File: config.mk
export PLATFORM = sky130hd
export DESIGN_NAME = spi_regfile_peripheral
export DESIGN_NICKNAME = d
export VERILOG_FILES = /design/src/rtl/spi_regfile_peripheral_pkg.sv /design/src/rtl/spi_regfile_peripheral_sync.sv /design/src/rtl/spi_regfile_peripheral.sv
export SDC_FILE = /design/constraint.sdc
export NUM_CORES = 1
export LEC_CHECK = 0
export ABC_AREA = 1
export CAP_MARGIN = 20
export CORE_MARGIN = 2
export CORE_UTILIZATION = 30
export DETAILED_ROUTE_END_ITERATION = 8
export PLACE_DENSITY = 0.55
export SETUP_SLACK_MARGIN = 0.02
export SYNTH_ARGS = -nofsm -noshare
export SYNTH_HDL_FRONTEND = slang
export SYNTH_SLANG_ARGS = --single-unit
File: constraint.sdc
create_clock -name clk -period 2.1 [get_ports clk]
set_input_delay 0.525 -clock clk [delete_from_list [all_inputs] [get_ports clk]]
set_output_delay 0.525 -clock clk [all_outputs]
set_load 0.01 [all_outputs]
File: src/rtl/spi_regfile_peripheral_pkg.sv
// Shared types and helpers for the SPI register-file peripheral.
// Frame width, capture-edge selection and FSM state encoding.
package spi_pkg;

  typedef enum logic [1:0] {
    IDLE,
    ADDR,
    DATA,
    DONE
  } spi_state_e;

  localparam int SPI_MODE0 = 0;
  localparam int SPI_MODE1 = 1;
  localparam int SPI_MODE2 = 2;
  localparam int SPI_MODE3 = 3;

  function automatic int frame_w(
    input int addr_w,
    input int data_w
  );
    return 1 + addr_w + data_w;
  endfunction

  // CPOL==CPHA samples on rising sclk
  function automatic logic capture_on_rise(
    input int mode
  );
    logic [1:0] m;
    m = 2'(mode);
    return m[1] == m[0];
  endfunction

endpackage

File: src/rtl/spi_regfile_peripheral_sync.sv
// Synchroniser chain with one extra flop for edge detection.
// Resets to 0; a rise seen straight after reset is harmless to callers.
module spi_sync_edge #(
  parameter int STAGES = 2
) (
  input  logic clk,
  input  logic rst_n,
  input  logic i_d,
  output logic o_q,
  output logic o_rise,
  output logic o_fall
);

  logic [STAGES-1:0] r_sync;
  logic              r_prev;

  // shift the async input through the chain, keep last value for edges
  always_ff @(posedge clk or negedge rst_n) begin
    if (!rst_n) begin
      r_sync <= '0;
      r_prev <= 1'b0;
    end else begin
      r_sync <= {r_sync[STAGES-2:0], i_d};
      r_prev <= r_sync[STAGES-1];
    end
  end

  assign o_q    = r_sync[STAGES-1];
  assign o_rise = r_sync[STAGES-1] & ~r_prev;
  assign o_fall = ~r_sync[STAGES-1] & r_prev;

endmodule

File: src/rtl/spi_regfile_peripheral.sv
// SPI target with NUM_REGS x DATA_W register bank, write and read-back.
// Optional error counter at address NUM_REGS: SPI_REGFILE_ERR_CNT_EN.
module spi_regfile_peripheral
  import spi_pkg::*;
#(
  parameter int DATA_W      = 8,
  parameter int ADDR_W      = 7,
  parameter int NUM_REGS    = 5,
  parameter int SPI_MODE    = 0,
  parameter int SYNC_STAGES = 2
) (
  input  logic                       clk,
  input  logic                       rst_n,
  input  logic                       ncs,
  input  logic                       sclk,
  input  logic                       copi,
  output logic                       cipo,
  output logic                       cipo_oe,
  output logic [NUM_REGS*DATA_W-1:0] regs_q,
  output logic                       wr_strobe,
  output logic [ADDR_W-1:0]          wr_addr,
  output logic                       frame_err
);

  localparam int FRAME_W = frame_w(ADDR_W, DATA_W);
  localparam int CNT_W   = $clog2(FRAME_W + 1);
  localparam logic CAP_RISE = capture_on_rise(SPI_MODE);
  localparam logic [ADDR_W-1:0] NREGS_A = ADDR_W'(NUM_REGS);

  logic w_ncs, w_ncs_rise, w_ncs_fall;
  logic w_sclk, w_sclk_rise, w_sclk_fall;
  logic w_copi;

  spi_sync_edge #(.STAGES(SYNC_STAGES)) u_ncs (
    .clk(clk), .rst_n(rst_n), .i_d(ncs),
    .o_q(w_ncs), .o_rise(w_ncs_rise), .o_fall(w_ncs_fall)
  );

  spi_sync_edge #(.STAGES(SYNC_STAGES)) u_sclk (
    .clk(clk), .rst_n(rst_n), .i_d(sclk),
    .o_q(w_sclk), .o_rise(w_sclk_rise), .o_fall(w_sclk_fall)
  );

  spi_sync_edge #(.STAGES(SYNC_STAGES)) u_copi (
    .clk(clk), .rst_n(rst_n), .i_d(copi),
    .o_q(w_copi), .o_rise(), .o_fall()
  );

  spi_state_e r_state, w_state_nxt;

  logic [NUM_REGS-1:0][DATA_W-1:0] r_regs;
  logic [FRAME_W-1:0] r_sin;
  logic [DATA_W-1:0]  r_sout;
  logic [CNT_W-1:0]   r_cnt;
  logic               r_oe;
  logic               r_cipo;
  logic               r_strobe;
  logic [ADDR_W-1:0]  r_wa;
  logic               r_err;
`ifdef SPI_REGFILE_ERR_CNT_EN
  logic [7:0]         r_err_cnt;
`endif

  logic               w_active, w_end, w_start;
  logic               w_cap, w_shf;
  logic [FRAME_W-1:0] w_sin_nxt;
  logic               w_addr_done, w_frame_done;
  logic               w_f_rw;
  logic [ADDR_W-1:0]  w_f_addr, w_rd_addr;
  logic [DATA_W-1:0]  w_f_data, w_rd_val;
  logic               w_in_bank, w_is_cnt;
  logic               w_err, w_commit, w_cnt_clr;

  // edge qualification and end-of-frame decisions; ncs rise beats sclk
  always_comb begin
    w_active  = (r_state == ADDR) || (r_state == DATA);
    w_end     = w_ncs_rise && (r_state != IDLE);
    w_start   = w_ncs_fall && (r_state == IDLE);
    w_cap     = (CAP_RISE ? w_sclk_rise : w_sclk_fall)
                && !w_ncs_rise && w_active;
    w_shf     = (CAP_RISE ? w_sclk_fall : w_sclk_rise)
                && !w_ncs_rise && r_oe;
    w_sin_nxt = {r_sin[FRAME_W-2:0], w_copi};
    w_addr_done  = w_cap && (r_state == ADDR)
                   && (r_cnt == CNT_W'(ADDR_W));
    w_frame_done = w_cap && (r_state == DATA)
                   && (r_cnt == CNT_W'(FRAME_W - 1));
    w_f_rw    = r_sin[FRAME_W-1];
    w_f_addr  = r_sin[FRAME_W-2 -: ADDR_W];
    w_f_data  = r_sin[DATA_W-1:0];
    w_rd_addr = w_sin_nxt[ADDR_W-1:0];
    w_in_bank = w_f_addr < NREGS_A;
`ifdef SPI_REGFILE_ERR_CNT_EN
    w_is_cnt  = w_f_addr == NREGS_A;
`else
    w_is_cnt  = 1'b0;
`endif
    w_err     = w_end && ((r_state != DONE)
                || (!w_in_bank && !w_is_cnt));
    w_commit  = w_end && (r_state == DONE) && w_f_rw && w_in_bank;
    w_cnt_clr = w_end && (r_state == DONE) && w_f_rw && w_is_cnt;
  end

  // read-back source for the address just completed
  always_comb begin
    w_rd_val = '0;
    for (int i = 0; i < NUM_REGS; i++) begin
      if (w_rd_addr == ADDR_W'(i)) w_rd_val = r_regs[i];
    end
`ifdef SPI_REGFILE_ERR_CNT_EN
    if (w_rd_addr == NREGS_A) w_rd_val = DATA_W'(r_err_cnt);
`endif
  end

  // frame state register
  always_ff @(posedge clk or negedge rst_n) begin
    if (!rst_n) r_state <= IDLE;
    else        r_state <= w_state_nxt;
  end

  // frame sequencing
  always_comb begin
    w_state_nxt = r_state;
    if (w_ncs_rise) begin
      w_state_nxt = IDLE;
    end else begin
      unique case (r_state)
        IDLE: if (w_start) w_state_nxt = ADDR;
        ADDR: if (w_addr_done) w_state_nxt = DATA;
        DATA: if (w_frame_done) w_state_nxt = DONE;
        DONE: w_state_nxt = DONE;
      endcase
    end
  end

  // shift paths, commit, read-out and error tracking
  always_ff @(posedge clk or negedge rst_n) begin
    if (!rst_n) begin
      r_regs   <= '0;
      r_sin    <= '0;
      r_sout   <= '0;
      r_cnt    <= '0;
      r_oe     <= 1'b0;
      r_cipo   <= 1'b0;
      r_strobe <= 1'b0;
      r_wa     <= '0;
      r_err    <= 1'b0;
`ifdef SPI_REGFILE_ERR_CNT_EN
      r_err_cnt <= '0;
`endif
    end else begin
      r_strobe <= 1'b0;
      if (w_start) begin
        r_cnt <= '0;
        r_sin <= '0;
      end
      if (w_end) begin
        r_oe   <= 1'b0;
        r_cipo <= 1'b0;
        r_err  <= w_err;
        if (w_commit) begin
          r_strobe <= 1'b1;
          r_wa     <= w_f_addr;
        end
        for (int i = 0; i < NUM_REGS; i++) begin
          if (w_commit && w_f_addr == ADDR_W'(i)) r_regs[i] <= w_f_data;
        end
`ifdef SPI_REGFILE_ERR_CNT_EN
        if (w_err && r_err_cnt != 8'hFF) r_err_cnt <= r_err_cnt + 8'd1;
        else if (w_cnt_clr)              r_err_cnt <= '0;
`endif
      end else if (w_cap) begin
        r_sin <= w_sin_nxt;
        r_cnt <= r_cnt + CNT_W'(1);
        if (w_addr_done) begin
          r_sout <= w_rd_val;
          r_oe   <= ~w_sin_nxt[ADDR_W];
        end
        if (w_frame_done) begin
          r_oe   <= 1'b0;
          r_cipo <= 1'b0;
        end
      end else if (w_shf) begin
        r_cipo <= r_sout[DATA_W-1];
        r_sout <= {r_sout[DATA_W-2:0], 1'b0};
      end
    end
  end

  assign regs_q    = r_regs;
  assign cipo      = r_cipo;
  assign cipo_oe   = r_oe;
  assign wr_strobe = r_strobe;
  assign wr_addr   = r_wa;
  assign frame_err = r_err;

endmodule

==> results of run 1 <==
flip-flops by register name, summed over array words and instances (netlist names):
register       count
cipo               1
u_ncs.r_sync       2
r_state            2
u_ncs.r_prev       1
r_sin             16
u_sclk.r_prev      1
wr_addr            7
frame_err          1
r_cnt              5
u_copi.r_sync      2
wr_strobe          1
regs_q            40
u_sclk.r_sync      2
r_sout             8
cipo_oe            1
layer usage:
metal / up-vias / GRT usage, % / wire (um)
li1: 1568 / - / -
met1: 1570 / 22.2 / 4840
met2: 105 / 22.2 / 4500
met3: 13 / 3.54 / 598
met4: 0 / 6.18 / 223
met5: - / 0 / 0
logic make-up (layout without fill, tap and decap cells):
logic type | after synthesis | count (layout) | share of synthesized area, %
flops | 90 | 90 | 56.3
simple gates | 179 | 179 | 20.8
buf+inv | 51 | 120 | 6.23
fa+ha+maj | 7 | 7 | 2.19
compound gates | 99 | 99 | 14.4
worst max path at each step:
| stage | start | depth (start not counted) | to | slack [ps] |
|---|---|---|---|---|
| 6_report | regs_q[36] | 1 | regs_q[36] | 240 |
| 5_1_grt | r_sin[2] | 7 | r_sout[6] | 40 |
| 4_1_cts | r_state[0] | 7 | r_sin[1] | 220 |
| 3_5_place_dp | r_state[0] | 7 | r_sin[1] | 230 |
| 3_3_place_gp | r_state[0] | 7 | r_sin[1] | 270 |
| 2_1_floorplan | r_state[0] | 13 | regs_q[16] | 430 |
final cells by class:
cell class	count	area (um^2)
Tap cell	176	220
Multi-Input combinational cell	285	1500
Timing Repair Buffer	69	666
Inverter	37	150
Fill cell	1340	8060
Clock buffer	11	253
Clock inverter	3	40.0
Sequential cell	90	2250
cell usage in the layout (no fill, tap or decap), drive strengths merged:
cell,synthesis,routed
buf,12,15
ha,7,7
o211ai,1,1
a211oi,1,1
nand2,84,84
nand3,51,51
o22ai,17,17
clkbuf,2,11
o21bai,7,7
inv,36,36
o21ai,53,53
bufinv,0,1
nor2,35,35
dfrtp,90,90
a21oi,18,18
o21a,1,1
nor4,3,3
nand4,4,4
clkinv,1,3
a22o,1,1
nor3,2,2
clkdlybuf4s50,0,54
report_power, final:
group | internal, uW | switching (uW) | total [uW]
sequential | 1840 | 76.5 | 1920
combinational | 333 | 680 | 1010
clock | 969 | 630 | 1600
worst register-to-register path: cells and delay by family, from the launching register on:
| family | cells | cell delay [ps] |
|---|---|---|
| DFF | 1 | 400 |
| buffers and inverters | 3 | 590 |
| AOI/OAI and AO/OA | 1 | 140 |
| and+or+nand+nor | 2 | 320 |
| adders and majority gates | 1 | 310 |
metrics by stage:
stage | cells | total power, uW | worst slack [ps] | hold slack (ps) | instance area (um^2)
3_5_place_dp | 657 | 2960 | 233 | 336 | 4780
4_1_cts | 671 | 4570 | 224 | 252 | 5080
2_1_floorplan | 426 | 2580 | 432 | 229 | 4000
6_report | 671 | 4530 | 236 | 212 | 5080
5_1_grt | 671 | 4790 | 39.8 | 272 | 5080
3_3_place_gp | 657 | 2940 | 274 | 336 | 4780
==> results.md, run 1 <==
* Commonest cells in the synthesized netlist: dfrtp_1 (90), nand2_1 (75), nand3_1 (51)
* Syn Inst Count at 426
* Critical path arrival at 1340 ps
* Rel. slew slack at 57.5%
* Crit path time final at 1860 ps
* Pre-antenna DRT Iters at 6
* Min-Delay Path Class: in2async
* Starting DRT DRC Count at 203
* Slowest cell on crit path: clkdlybuf4s50_1
* CP max FO at 3
* Clk sinks at 90
* Layout area overhead at 27.0%
* Sequential area share after synthesis at 56.3%
* VDD IR max at 0.000428 V
* Fin crit share at 88.8%
* Port Buf Inserts at 55
* Startpoint Class: flop
* Setup TNS at 0 ps
* CP cell instances: clkdlybuf4s50_1
* Ratio of cells with drive above 1 in the final layout at 10.9%
* EDFF count, synth at 0
* Warnings from Yosys at 0
* Post-synth top area share at 56.3%
* Post-CTS Setup Inserts at 0
* Endpoint class of the critical path: output pin
* Site Rows at 42
* CTS tree: done
* Die extent in x at 119 um
* # IOs at 56
* Initial Util at 30.4%
* Antenna viol nets, final at 0
* Area leader, netlist: dfrtp_1
* WP buf/inv at 1
* Synth Register Bits at 90
* GPL Wtd Cong at 0.838
* Routed WL at 10.2 mm
* Final slew viol count at 0
* Synth async-reset ratio at 100%
* Clock Skews at 8.33 ps
* Vias in the first global route at 3108
* Final #Nets at 504
* Most frequent cell after synthesis: dfrtp_1
* Bufs on Longest Clock Path at 2
* Worst r2r dst: r_sin[1]
* Die extent in y at 119 um
* Leak at 0.00238 uW
* Die area at 0.0143 mm^2
* GRT Overall Usage at 15.4%
* Syn_area_per_cell at 9.38 um^2
* WS Path Type: reg2out
* Max-cap violations at 0
* Final setup vio count at 0
* Vias at 3256
* RSZ-0062 raised after global routing: false
* R2R cell count at 7
* Avg WL per Cell at 15.1 um
* FMAX at 536 MHz
* CTS HTree Levels at 3
* Total global routing overflow at 0
* Syn Nets at 438
* Post-cts sizing count at 0
* N_diodes at 0
* CP top delay family: buffers and inverters
* Pin count of the biggest net entering global routing at 91
* First-pass GRT wire length at 17.0 mm
* Dpl hpwl at 7.20 mm
* Initial antenna violation count at 0
* Synth unique cells at 30
* Clock root cell: clkbuf_16
* Cts hold-fix bufs at 0
* Total CTS buffers at 9
* Data required time of the critical path at 1570 ps
* Core Box Area at 0.0131 mm^2
* Slowest stage delay, CP at 580 ps
* Cell Area, Synth at 0.00400 mm^2
* Clk_lat worst skew at 330 ps
* Post-layout util at 38.6%
* Drt drc at 0
* Worst R2R Start: r_state[0]
* PwrDens at 892 mW/mm^2
* Least-Margin Pin Slew at 631 ps
* Synth Flop Type: dfrtp_1
* Final Hold Viols at 0
* Setup slack, reg-to-reg at 260 ps
* Top cells by area, synth: dfrtp_1 (56%), nand2_1 (7.0%), nand3_1 (6.4%), o21ai_1 (4.1%), inv_1 (3.1%)
* Run status: finished, final reports clean
* Vias per cell at 4.85
* Clk slew on worst S/H paths at 60 ps
Note: power is estimated with default switching activity, not from simulation.
==> run 2, diff against run 1 <==
--- a/config.mk
+++ b/config.mk
@@ -5,12 +5,13 @@
 export SDC_FILE = /design/constraint.sdc
 export NUM_CORES = 1
 export LEC_CHECK = 0
-export ABC_AREA = 1
 export CAP_MARGIN = 20
 export CORE_MARGIN = 2
 export CORE_UTILIZATION = 30
+export CTS_CLUSTER_SIZE = 20
 export DETAILED_ROUTE_END_ITERATION = 8
-export PLACE_DENSITY = 0.55
+export DONT_BUFFER_PORTS = 1
+export PLACE_DENSITY = 0.5
 export SETUP_SLACK_MARGIN = 0.02
 export SYNTH_ARGS = -nofsm -noshare
 export SYNTH_HDL_FRONTEND = slang
==> results.md, run 2 <==
* Most frequent cells in the layout: dfrtp_1 (90), nand2_1 (44), o21ai_0 (38)
* Synth Flop Type: dfrtp_1
* Ratio of cells with drive above 1 in the final layout at 22.5%
* # fillers at 1355
* Final Hold Viols at 90
* Clk slew on worst S/H paths at 60 ps
* Pin count of the biggest net entering global routing at 91
* Synth Register Bits at 90
* Layout area overhead at 14.9%
* Syn_area_per_cell at 11.6 um^2
* CP max FO at 8
* Setup TNS at 0 ps
* Sequential area share after synthesis at 54.7%
* Final Hold Slack at -120 ps
* Clk sinks at 90
* Starting DRT DRC Count at 118
* Vias in the first global route at 2656
* N_diodes at 0
* Overall Power at 4510 uW
* Antenna viol nets, final at 0
* Fin cells at 549
* Crit path time final at 1970 ps
* Drt drc at 0
* Bufs on Longest Clock Path at 2
* Vias at 2655
* Placed insts at 531
* CP startpoint: r_state[0]
* Commonest cells in the synthesized netlist: dfrtp_1 (90), nand2_1 (44), o21ai_0 (38)
* Port Buf Inserts at 0
* Leak at 0.00213 uW
* Clk_lat worst skew at 340 ps
* Initial antenna violation count at 0
* Most frequent cell after synthesis: dfrtp_1
* RSZ-0062 raised after global routing: false
* Warnings from Yosys at 0
* Clock root cell: clkbuf_16
* Least-Margin Pin Slew at 553 ps
* GRT Overall Usage at 14.0%
* Worst R2R Start: r_state[0]
* Rel. slew slack at 63.0%
* Top cells by area, synth: dfrtp_1 (55%), mux2_4 (8.8%), mux2_2 (5.2%), o21ai_0 (4.6%), nand2_1 (4.0%)
* Run status: finished with violations
* Clock Skews at 3.08 ps
* Endpoint class of the critical path: flop
* Vias per cell at 4.84
* WS Path Type: reg2reg
* Die extent in x at 121 um
* Site Rows at 42
* EDFF count, synth at 0
* Initial Util at 30.8%
* Dpl hpwl at 6.76 mm
* Synth async-reset ratio at 100%
* CTS tree: done
* Final setup vio count at 0
* Min-Delay Path Class: in2async
* Die area at 0.0147 mm^2
* CTS HTree Levels at 3
* Avg WL per Cell at 17.9 um
* Area leader, netlist: dfrtp_1
* Die extent in y at 121 um
* PwrDens at 953 mW/mm^2
* Critical path arrival at 2190 ps
* Syn Inst Count at 356
* Core Box Area at 0.0133 mm^2
* Max-cap violations at 0
* Syn Nets at 368
* Cell Area, Synth at 0.00412 mm^2
* Routed WL at 9.80 mm
* Max reg flops at 40
* Synth unique cells at 42
* Startpoint Class: flop
* Final slew viol count at 0
* Total global routing overflow at 0
* Fin crit share at 93.9%
* FMAX at 507 MHz
* Commonest non-fill, non-tap cell in the layout: dfrtp_1
* # IOs at 56
* Failing checks: hold timing
* GPL Wtd Cong at 0.774
* Post-layout util at 35.5%
* Post-synth top area share at 54.7%
* Total CTS buffers at 9
* Final #Nets at 380
* First-pass GRT wire length at 15.6 mm
* Data required time of the critical path at 2320 ps
* VDD IR max at 0.000294 V
* Pre-antenna DRT Iters at 4
run 2: cell types whose count changed in the layout (fill, tap and decap cells not counted), moves of 11 or more:
cell,before,now
nand2b_1,0,11
a211oi_1,1,14
clkdlybuf4s50_1,54,0
nor2b_1,0,12
o21ai_0,12,38
o22ai_1,17,0
nand3_1,51,6
nand2_1,75,44
inv_1,33,4
mux2_2,0,19
nor2_1,31,19
mux2_4,0,24
o21ai_1,33,0
run 2: metal layers:
metal,track usage (%),part of all wire [%],up-vias
li1,-,-,1276
met4,5.53,1.4,0
met5,0,0,-
met3,3.57,5.4,13
met2,20.6,46,50
met1,19.8,47,1316
run 2: cell families after synthesis:
family                   after synthesis  synth area share, %
AND/OR/NAND/NOR                      115                 14.4
flip-flops                            90                 54.7
AO/OA/AOI/OAI                         75                 11.1
multiplexers                          45                 14.7
buffers and inverters                 24                 2.95
adder cells (fa/ha/maj)                7                 2.13
run 2: area by class of cell:
| type | count | area, um^2 | share of cell area, % |
|---|---|---|---|
| inverter | 4 | 15.0 | 0.317 |
| tap | 176 | 220 | 4.65 |
| clock buffer | 12 | 236 | 5.00 |
| multi-input combinational | 242 | 1750 | 37.0 |
| sequential | 90 | 2250 | 47.6 |
| timing repair buffer | 21 | 208 | 4.39 |
| clock inverter | 4 | 52.6 | 1.11 |
run 2: per-stage QoR:
stage	worst slack [ps]	hold WS (ps)	cell area [um^2]
after floorplan	262	229	4120
after global placement	62.6	232	4420
after detailed placement	36.1	232	4420
after CTS	27.4	-133	4710
after global routing	29.7	-137	4730
final	129	-120	4730
run 2: worst paths after layout:
path                                    endpoint  slack [ps]  depth (start not counted)
min in group clk                u_copi.r_sync[0]         210                          0
worst min register to register  u_sclk.r_sync[1]         350                          0
max in group asynchronous             regs_q[33]        2040                          0
worst max-delay path                  regs_q[24]         130                          6
worst min-delay path                  wr_addr[3]        -120                          0
worst max register to register        regs_q[24]         130                          6
run 2: worst max-delay path, cell delays in order, from the launching register on:
cell,delay (ps)
dfrtp_1,400
inv_1,100
ha_2,250
nor4_4,360
and4_1,280
buf_12,160
mux2_4,300
run 2: power by group:
| group | internal [uW] | switching, uW | total, uW |
|---|---|---|---|
| registers | 1870 | 140 | 2010 |
| clock network | 924 | 672 | 1600 |
| logic | 352 | 557 | 910 |
run 2: timing repair:
action / CTS / global route
pin swaps: 1 / 3
endpoints found under the hold margin: 90 / 90
setup endpoints to repair: 2 / 37
setup buffers: 0 / 2
resized for setup: 0 / 2
==> run 3, diff against run 2 <==
--- a/config.mk
+++ b/config.mk
@@ -5,8 +5,8 @@
 export SDC_FILE = /design/constraint.sdc
 export NUM_CORES = 1
 export LEC_CHECK = 0
+export ABC_AREA = 0
 export CAP_MARGIN = 20
-export CORE_MARGIN = 2
 export CORE_UTILIZATION = 30
 export CTS_CLUSTER_SIZE = 20
 export DETAILED_ROUTE_END_ITERATION = 8
==> results.md, run 3 (synthesis results as in run 2) <==
* GPL Wtd Cong at 0.760
* Max reg flops at 40
* Pint at 3290 uW
* Die extent in y at 119 um
* # IOs at 56
* Final #Nets at 383
* Worst R2R Start: r_sin[14]
* RSZ-0062 raised after global routing: true
* Clk_lat worst skew at 350 ps
* Final slew viol count at 0
* CTS tree: done
* Sequential Power Share at 44.3%
* Fin crit share at 97.0%
* Placed insts at 531
* Initial Util at 31.0%
* Antenna viol nets, final at 0
* WS Path Type: reg2reg
* Final Hold Viols at 90
* First-pass GRT wire length at 15.8 mm
* Most frequent cells in the layout: dfrtp_1 (90), nand2_1 (44), o21ai_0 (38)
* Min-Delay Path Class: in2async
* Pin count of the biggest net entering global routing at 91
* Dpl hpwl at 6.42 mm
* # fillers at 1333
* Ratio of cells with drive above 1 in the final layout at 23.5%
* Total global routing overflow at 0
* Logic pwr share at 18.3%
* Clk slew on worst S/H paths at 70 ps
* Site Rows at 42
* Layout area overhead at 16.4%
* Rel. slew slack at 53.4%
* Critical path arrival at 2270 ps
* Area occupied by multi-input gates at 0.00176 mm^2
* Avg WL per Cell at 17.3 um
* Endpoint class of the critical path: flop
* Clock Skews at 8.82 ps
* Crit path time final at 2040 ps
* VDD IR max at 0.000398 V
* WP buf/inv at 1
* Bufs on Longest Clock Path at 2
* Startpoint Class: flop
* Drt drc at 0
* Initial antenna violation count at 0
* GRT Overall Usage at 14.7%
* Vias per cell at 4.92
* Failing checks: hold timing
* Clock root cell: clkbuf_16
* FF+latch area at 0.00225 mm^2
* Total CTS buffers at 9
* Clk sinks at 90
* Commonest non-fill, non-tap cell in the layout: dfrtp_1
* Switching portion of total power at 29.4%
* PwrDens at 970 mW/mm^2
* CTS HTree Levels at 3
* CP top delay family: simple AND/OR/NAND/NOR gates
* Die area at 0.0142 mm^2
* Routed WL at 9.51 mm
* Least-Margin Pin Slew at 699 ps
* Port Buf Inserts at 0
* Starting DRT DRC Count at 144
* CP max FO at 8
* Final Hold Slack at -125 ps
* Leak at 0.00218 uW
* Data required time of the critical path at 2330 ps
* Die extent in x at 119 um
* Slowest stage delay, CP at 390 ps
* Core Box Area at 0.0133 mm^2
* N_diodes at 0
* Fin cells at 551
* Vias at 2709
* Max-cap violations at 0
* CP startpoint: r_sin[14]
* Slowest cell on crit path: dfrtp_1
* Pre-antenna DRT Iters at 4
* CP cell instances: nor4_2 > nand2_1 > nor4_4 > and4b_1 > buf_12 > mux2_4
* Final setup vio count at 0
* Final critical-path setup slack at 62.2 ps
* Worst slack, placed at 41.4 ps
* Switching power at 1370 uW
* Run status: finished with violations
* Clk network pwr share at 37.4%
* Vias in the first global route at 2716
* FMAX at 491 MHz
* Post-layout util at 36.1%
==> run 3: worst paths after layout <==
check                                   endpoint  slack, ps  cells after the start
worst max-delay path                  regs_q[22]         60                      6
worst min-delay path                  regs_q[33]       -120                      0
worst max register to register        regs_q[22]         60                      6
worst min register to register  u_copi.r_sync[1]        350                      0
max in group asynchronous              r_sin[15]       2080                      0
min in group clk                u_copi.r_sync[0]        200                      0
==> run 3: area by class of cell <==
cell class / instances / area share, %
Clock buffer: 11 / 5.06
Timing Repair Buffer: 24 / 4.80
Sequential cell: 90 / 47.0
Tap cell: 176 / 4.59
Inverter: 4 / 0.313
Clock inverter: 4 / 1.59
Multi-Input combinational cell: 242 / 36.7
==> run 3: power groups by stage <==
| stage | Clock, uW | Sequential (uW) | Combinational (uW) |
|---|---|---|---|
| floorplan | 0 | 2010 | 574 |
| global placement | 0 | 2090 | 817 |
| detailed placement | 0 | 2100 | 826 |
| CTS | 1810 | 2060 | 829 |
| global route | 1880 | 2090 | 968 |
| finish | 1740 | 2060 | 852 |
==> run 3: timing repair <==
item | 4_1_cts | 5_1_grt
hold endpoints to repair | 90 | 90
resized for setup | 0 | 3
endpoints found under the setup margin | 0 | 29
setup buffers | 0 | 5
==> run 3: routing by layer <==
layer | GRT usage (%) | vias to the layer above | share of wire (%)
met4 | 5.62 | 0 | 1.9
li1 | - | 1286 | -
met3 | 5.08 | 12 | 6.0
met1 | 20.2 | 1353 | 48
met2 | 20.9 | 58 | 44
met5 | 0 | - | 0
==> run 3: metrics by stage <==
step	setup TNS [ps]	power, uW	cell area [um^2]
5_1_grt	-1680	4940	4790
3_5_place_dp	0	2920	4420
3_3_place_gp	0	2910	4420
2_1_floorplan	0	2580	4120
6_report	0	4650	4790
4_1_cts	0	4700	4740
